**config.mk**
```make
export PLATFORM = sky130hd
export DESIGN_NAME = pe_result_collector
export DESIGN_NICKNAME = d
export VERILOG_FILES = /design/src/rtl/pe_result_collector.sv
export SDC_FILE = /design/constraint.sdc
export NUM_CORES = 2
export LEC_CHECK = 0
export BUFFER_PORTS_ARGS = -buffer_cell sky130_fd_sc_hd__buf_4
export CORE_ASPECT_RATIO = 1.1
export CORE_MARGIN = 10
export CORE_UTILIZATION = 55
export CTS_BUF_LIST = sky130_fd_sc_hd__clkbuf_8
export CTS_CLUSTER_DIAMETER = 30
export CTS_CLUSTER_SIZE = 30
export DETAILED_ROUTE_END_ITERATION = 8
export GPL_TIMING_DRIVEN = 0
export PLACE_DENSITY = 0.87
export SLEW_MARGIN = 20
export SYNTH_ARGS = -nofsm -noshare
export SYNTH_HDL_FRONTEND = slang
export SYNTH_SLANG_ARGS = --single-unit
```
**constraint.sdc**
```tcl
create_clock -name clk -period 48.1 [get_ports clk]
set_clock_uncertainty 0.15 [all_clocks]
set_input_delay 9.62 -clock clk [delete_from_list [all_inputs] [get_ports clk]]
set_output_delay 9.62 -clock clk [all_outputs]
set_load 0.01 [all_outputs]
```
**src/rtl/pe_result_collector.sv**
```systemverilog
// pe_result_collector
// Receiving end of the PE result stream. NUM_IC consecutive 6x6 tiles are summed
// element-wise into one of two ping-pong banks. The PE stream cannot be stalled, so
// a tile arriving when the fill bank is still FULL or DRAINING is dropped and
// flagged. Finished banks drain one row per valid/ready handshake.
module pe_result_collector #(
  parameter int NUM_IC = 4,
  parameter int ACC_W  = 16
) (
  input  logic                    clk,
  input  logic                    reset,
  input  logic signed [11:0]      result_tile_i [0:5][0:5],
  input  logic [7:0]              result_od_i,
  input  logic [8:0]              result_x_i,
  input  logic [8:0]              result_y_i,
  input  logic                    result_valid_i,
  output logic signed [ACC_W-1:0] out_row_o [0:5],
  output logic [7:0]              out_od_o,
  output logic [8:0]              out_x_o,
  output logic [8:0]              out_y_o,
  output logic                    out_valid_o,
  input  logic                    out_ready_i,
  output logic                    out_last_o,
  output logic                    overflow_o,
  output logic                    tag_err_o
);

  localparam int CNT_W = $clog2(NUM_IC + 1);

  typedef enum logic [1:0] {
    B_EMPTY    = 2'd0,
    B_FILLING  = 2'd1,
    B_FULL     = 2'd2,
    B_DRAINING = 2'd3
  } bank_state_t;

  typedef enum logic {
    D_IDLE = 1'b0,
    D_SEND = 1'b1
  } drain_state_t;

  // Signed add that clamps to the ACC_W range on every step.
  function automatic logic signed [ACC_W-1:0] sat_add(
    input logic signed [ACC_W-1:0] a,
    input logic signed [11:0]      b
  );
    logic signed [ACC_W:0] s;
    s = (ACC_W+1)'(a) + (ACC_W+1)'(b);
    if (s[ACC_W] != s[ACC_W-1]) begin
      if (s[ACC_W]) begin
        sat_add = {1'b1, {(ACC_W-1){1'b0}}};
      end else begin
        sat_add = {1'b0, {(ACC_W-1){1'b1}}};
      end
    end else begin
      sat_add = s[ACC_W-1:0];
    end
  endfunction

  // Bank bookkeeping
  bank_state_t              bank_state_r [0:1];
  logic [CNT_W-1:0]         bank_cnt_r   [0:1];
  logic [7:0]               bank_od_r    [0:1];
  logic [8:0]               bank_x_r     [0:1];
  logic [8:0]               bank_y_r     [0:1];
  logic signed [ACC_W-1:0]  bank_data_r  [0:1][0:35];
  logic                     fill_ptr_r;
  logic                     drain_ptr_r;

  // Fill decode
  logic fill_write_s;
  logic fill_first_s;
  logic fill_done_s;
  logic drop_s;
  logic tag_mis_s;

  // Drain FSM
  drain_state_t            drain_state_r;
  drain_state_t            drain_next_s;
  logic [2:0]              row_r;
  logic                    drain_start_s;
  logic                    drain_bank_s;
  logic                    drain_free_s;
  logic                    load_s;
  logic                    load_bank_s;
  logic [2:0]              load_row_s;
  logic signed [ACC_W-1:0] sel_row_s [0:5];

  // Classify an incoming tile by the state of the bank it targets.
  always_comb begin
    fill_write_s = 1'b0;
    fill_first_s = 1'b0;
    fill_done_s  = 1'b0;
    drop_s       = 1'b0;
    tag_mis_s    = 1'b0;
    if (result_valid_i) begin
      case (bank_state_r[fill_ptr_r])
        B_EMPTY: begin
          fill_write_s = 1'b1;
          fill_first_s = 1'b1;
          fill_done_s  = (NUM_IC == 1);
        end
        B_FILLING: begin
          fill_write_s = 1'b1;
          fill_done_s  = (bank_cnt_r[fill_ptr_r] == CNT_W'(NUM_IC - 1));
          tag_mis_s    = (result_od_i != bank_od_r[fill_ptr_r]) ||
                         (result_x_i  != bank_x_r[fill_ptr_r])  ||
                         (result_y_i  != bank_y_r[fill_ptr_r]);
        end
        B_FULL, B_DRAINING: begin
          drop_s = 1'b1;
        end
        default: begin
          drop_s = 1'b1;
        end
      endcase
    end else begin
      fill_write_s = 1'b0;
    end
  end

  // Accumulator storage: first tile overwrites, later tiles add with saturation.
  // Not reset: a bank is only read after an EMPTY-state write has initialised it.
  always_ff @(posedge clk) begin
    if (fill_write_s) begin
      for (int r = 0; r < 6; r++) begin
        for (int c = 0; c < 6; c++) begin
          if (fill_first_s) begin
            bank_data_r[fill_ptr_r][6'(r*6 + c)] <= ACC_W'(result_tile_i[3'(r)][3'(c)]);
          end else begin
            bank_data_r[fill_ptr_r][6'(r*6 + c)] <=
              sat_add(bank_data_r[fill_ptr_r][6'(r*6 + c)], result_tile_i[3'(r)][3'(c)]);
          end
        end
      end
    end
  end

  // Bank states, tile counters, tags, fill pointer and sticky error flags.
  // Fill only touches EMPTY/FILLING banks and drain only FULL/DRAINING ones,
  // so the two never update the same bank in one cycle.
  always_ff @(posedge clk) begin
    if (reset) begin
      for (int b = 0; b < 2; b++) begin
        bank_state_r[b] <= B_EMPTY;
        bank_cnt_r[b]   <= '0;
        bank_od_r[b]    <= 8'd0;
        bank_x_r[b]     <= 9'd0;
        bank_y_r[b]     <= 9'd0;
      end
      fill_ptr_r <= 1'b0;
      overflow_o <= 1'b0;
      tag_err_o  <= 1'b0;
    end else begin
      if (fill_write_s) begin
        if (fill_first_s) begin
          bank_od_r[fill_ptr_r]  <= result_od_i;
          bank_x_r[fill_ptr_r]   <= result_x_i;
          bank_y_r[fill_ptr_r]   <= result_y_i;
          bank_cnt_r[fill_ptr_r] <= CNT_W'(1);
        end else begin
          bank_cnt_r[fill_ptr_r] <= bank_cnt_r[fill_ptr_r] + CNT_W'(1);
        end
        if (fill_done_s) begin
          bank_state_r[fill_ptr_r] <= B_FULL;
          fill_ptr_r               <= ~fill_ptr_r;
        end else begin
          bank_state_r[fill_ptr_r] <= B_FILLING;
        end
      end
      if (drop_s) begin
        overflow_o <= 1'b1;
      end
      if (tag_mis_s) begin
        tag_err_o <= 1'b1;
      end
      if (drain_start_s) begin
        bank_state_r[drain_bank_s] <= B_DRAINING;
      end
      if (drain_free_s) begin
        bank_state_r[drain_ptr_r] <= B_EMPTY;
      end
    end
  end

  // Drain FSM next state: pick up FULL banks and step rows on each handshake.
  always_comb begin
    drain_next_s  = drain_state_r;
    drain_start_s = 1'b0;
    drain_bank_s  = drain_ptr_r;
    drain_free_s  = 1'b0;
    load_s        = 1'b0;
    load_bank_s   = drain_ptr_r;
    load_row_s    = row_r;
    case (drain_state_r)
      D_IDLE: begin
        if (bank_state_r[drain_ptr_r] == B_FULL) begin
          drain_next_s  = D_SEND;
          drain_start_s = 1'b1;
          load_s        = 1'b1;
          load_row_s    = 3'd0;
        end else begin
          drain_next_s = D_IDLE;
        end
      end
      D_SEND: begin
        if (out_valid_o && out_ready_i) begin
          if (row_r == 3'd5) begin
            drain_free_s = 1'b1;
            if (bank_state_r[~drain_ptr_r] == B_FULL) begin
              // Chain straight into the other bank with no idle cycle.
              drain_start_s = 1'b1;
              drain_bank_s  = ~drain_ptr_r;
              load_s        = 1'b1;
              load_bank_s   = ~drain_ptr_r;
              load_row_s    = 3'd0;
            end else begin
              drain_next_s = D_IDLE;
            end
          end else begin
            load_s     = 1'b1;
            load_row_s = row_r + 3'd1;
          end
        end else begin
          drain_next_s = D_SEND;
        end
      end
      default: begin
        drain_next_s = D_IDLE;
      end
    endcase
  end

  // Select the row about to be presented.
  always_comb begin
    for (int c = 0; c < 6; c++) begin
      sel_row_s[c] = bank_data_r[load_bank_s][6'(load_row_s) * 6'd6 + 6'(c)];
    end
  end

  // Drain state register and registered output row/tag.
  always_ff @(posedge clk) begin
    if (reset) begin
      drain_state_r <= D_IDLE;
      drain_ptr_r   <= 1'b0;
      row_r         <= 3'd0;
      out_valid_o   <= 1'b0;
      out_last_o    <= 1'b0;
      out_od_o      <= 8'd0;
      out_x_o       <= 9'd0;
      out_y_o       <= 9'd0;
      for (int c = 0; c < 6; c++) begin
        out_row_o[c] <= '0;
      end
    end else begin
      drain_state_r <= drain_next_s;
      out_valid_o   <= (drain_next_s == D_SEND);
      if (drain_free_s) begin
        drain_ptr_r <= ~drain_ptr_r;
      end
      if (load_s) begin
        row_r      <= load_row_s;
        out_od_o   <= bank_od_r[load_bank_s];
        out_x_o    <= bank_x_r[load_bank_s];
        out_y_o    <= bank_y_r[load_bank_s] + 9'(load_row_s);
        out_last_o <= (load_row_s == 3'd5);
        for (int c = 0; c < 6; c++) begin
          out_row_o[c] <= sel_row_s[c];
        end
      end
    end
  end

endmodule

```
==> results_dict.tcl <==
set metrics [dict create \
    run_status "finished with violations" \
    failed_checks "design-rule violations" \
    synth_area_um2 53300 \
    critPathMaxStageDelay_ps 1110 \
    cp.required_ps 48650 \
    syn_area_per_cell_um2 9.46 \
    cts_hold_buf 0 \
    slowest_stage "o32ai_1" \
    fillers 7679 \
    synth_cells 5642 \
    layout-drive-gt1-share 0.183 \
    synthXorXnorAreaFrac 0.0368 \
    fin_ws_ps 30300 \
    synth_commonest_cells "605 x nand2_1, 570 x edfxtp_1, 468 x nor2_1, 437 x a21oi_1, 395 x o21ai_0" \
    yosys.area.top_type_share 0.321 \
    crit_buf_inv 8 \
    synth_top_family_by_area "compound AO/OA/AOI/OAI gates" \
    fmax_mhz 56.2 \
    io_buffers 346 \
    initial_utilization 0.556 \
    drt_iter0_drc 8420 \
    cp_top_family "buffers and inverters" \
    synthMuxAreaShare 0.135 \
    synthSimpleGateAreaFrac 0.137 \
    final_nets 6909 \
    antenna_found_initial 23 \
    cts.path.max_buffers 3 \
    arrival_ps 18350 \
    ys_warn_count 0 \
    htree_levels 4 \
    grt_max_degree 81 \
    ios 588 \
    pre_cts_ws_ps 30260 \
    synth_seq_cells 707 \
    grt-ovfl-total 0 \
    area_growth_pct 15.4 \
    hold_violations 0 \
    cts_tree "yes" \
    tns_ps 0 \
    die_w_um 317 \
    grt_pass1_vias 52100 \
    async_flop_share 0 \
    synth_adder_area_share 0.0715 \
    synthTopCellsByArea "edfxtp_1 32%, ha_1 6.3%, mux2i_1 5.5%, mux2_2 5.4%, dfxtp_1 5.1%" \
    place_hpwl_um 212000 \
    cp-end-kind "flip-flop" \
    ir_worst_vdd_mv 0.0291 \
    vias_per_cell 7.15 \
    finalSetupViolCount 0 \
    cts.repair.resized 0 \
    row_count 119 \
    synth_most_common_cell "nand2_1" \
    die_h_um 347 \
    synth_cell_types 98 \
    grt_use_total 0.471 \
    cp_max_fo 10 \
    dieArea_um2 110000 \
    drc_errors 13 \
    insertion_delay_ps 930 \
    clkSinkCount 707 \
    fin_crit_sh 0.370 \
    first_pass_iters 9 \
    slew_headroom 0.102 \
    gp_congestion 1.14 \
    synthFlopType "edfxtp_1" \
    core_um2 96000 \
    yosysSeqAreaShare 0.372 \
    leakage_nw 23.0 \
    syn_nets 6390 \
    drtAntennaViolNets 0 \
    routed_wl_um 270000 \
    cap_violations 0 \
    grt_pass1_wl_um 371000 \
    hold_path_class "reg -> reg" \
    critPathLaunchType "input pin" \
    clockRootBuffer "clkbuf_8" \
    synth_compound_area_frac 0.213 \
    finalMaxSlewViolations 0 \
    wl_per_cell_um 35.6 \
    post_cts_buffers 0 \
    cts_made_buffers 148 \
    yosys.area.top_type "edfxtp_1" \
    critPathKind "in -> reg" \
    vias 54200 \
    synth_edf_count 570 \
    crit_chain "buf_4 -> nand2_1 -> a21oi_1 -> buf_2 -> buf_2 -> a22oi_1 -> inv_1 -> ha_1 -> inv_1 -> fa_1 -> clkinv_1 -> clkbuf_1 -> ha_1 -> nor3b_1 -> mux2i_1 -> nor3_2 -> clkbuf_1 -> o21ai_0 -> o32ai_1" \
    power_mw 1.96 \
    layout_min_cycle_time_ps 17800 \
    cts.clk_slew.worst_paths_ps 60 \
    tightest_slew_ps 1350 \
    p_per_area_nw_per_um2 31.8 \
    rsz0062_at_grt "false" \
]
[worst min-delay path, cell delays in order, from the launching register on]
cell	delay, ps
dfxtp_1	310
nand2_1	60
a21oi_1	50
[routing by layer]
metal,routed length [µm],global-route usage,up-vias
met3,37400,0.182,1286
met5,314,0,-
li1,-,-,22500
met2,115000,0.700,4570
met4,27100,0.389,22
met1,90200,0.529,25800
[sequential cells by signal, indices dropped and copies added, names as in the netlist, named ones only]
| name | cells |
|---|---|
| bank_state_r | 4 |
| drain_ptr_r | 1 |
| out_x_o | 9 |
| out_last_o | 1 |
| fill_ptr_r | 1 |
| row_r | 3 |
| bank_data_r | 512 |
| out_row_o | 96 |
| bank_x_r | 18 |
| bank_cnt_r | 6 |
| overflow_o | 1 |
| out_od_o | 8 |
| bank_od_r | 16 |
| out_y_o | 9 |
| drain_state_r | 1 |
| tag_err_o | 1 |
| bank_y_r | 18 |
[cells in the final DEF (no fill, tap or decap), drive strengths merged, types with 25 or more instances in the layout]
| cell | netlist | routed |
|---|---|---|
| o21a | 53 | 53 |
| clkinv | 2 | 56 |
| o32ai | 29 | 29 |
| and2 | 81 | 81 |
| nor2 | 469 | 469 |
| mux4 | 62 | 62 |
| a311oi | 25 | 25 |
| nand2b | 48 | 48 |
| xor2 | 98 | 98 |
| clkbuf | 224 | 374 |
| nor2b | 56 | 56 |
| edfxtp | 570 | 570 |
| o211ai | 38 | 38 |
| inv | 103 | 138 |
| o22ai | 47 | 47 |
| o21bai | 41 | 41 |
| dfxtp | 137 | 137 |
| o31ai | 32 | 32 |
| mux2 | 255 | 255 |
| mux2i | 291 | 291 |
| a21oi | 439 | 439 |
| ha | 268 | 268 |
| buf | 126 | 495 |
| nand2 | 605 | 605 |
| a32oi | 50 | 50 |
| a31o | 31 | 31 |
| a2bb2oi | 26 | 26 |
| o21ai | 430 | 430 |
| a31oi | 50 | 50 |
| nor3 | 150 | 150 |
| nand3 | 100 | 100 |
| a22o | 66 | 66 |
| a221oi | 80 | 80 |
| a21o | 69 | 69 |
| a211oi | 71 | 71 |
| xnor2 | 123 | 123 |
[path summary, 6_finish.rpt]
path | start | endpoint | slack, ps | cells past startpoint
hold reg to reg | out_y_o[4]$_SDFFE_PP0P_ | out_y_o[4]$_SDFFE_PP0P_ | 310 | 2
setup / recovery | out_ready_i | out_row_o[41]$_SDFFE_PP0P_ | 30300 | 19
hold / removal | out_y_o[4]$_SDFFE_PP0P_ | out_y_o[4]$_SDFFE_PP0P_ | 310 | 2
setup reg to reg | row_r[0]$_SDFFE_PP0P_ | out_row_o[41]$_SDFFE_PP0P_ | 37750 | 20
[layout make-up]
class	instances	area (µm²)	share of cell area
timing repair buffer	369	3190	0.0518
clock buffer	150	2060	0.0335
inverter	105	402	0.00653
antenna	17	42.5	0.000691
buffer	350	1490	0.0243
clock inverter	125	1210	0.0197
tap	1270	1590	0.0258
sequential	707	19900	0.323
multi-input combinational	4480	31700	0.515
[cells by family after synthesis]
group	after synthesis
multiplexers	608
flip-flops	707
XOR/XNOR	221
AO/OA/AOI/OAI	1720
AND/OR/NAND/NOR	1635
adder cells (fa/ha/maj)	296
buffers and inverters	455
[report_power, final]
group,internal (mW),switching [mW],total (mW)
registers,0.700,0.0297,0.730
clock network,0.387,0.333,0.720
logic,0.190,0.318,0.508
total,1.28,0.681,1.96
[metrics by stage]
step	cells	instance area, µm²	hold WS, ps	util
floorplan	5642	53300	326	-
global placement	7258	57500	292	0.599
CTS	7556	61500	312	0.640
finish	7573	61500	312	0.641
detailed placement	7281	58200	305	0.606
global route	7561	61500	330	0.641
No activity file was read; power rests on OpenSTA's default activity.
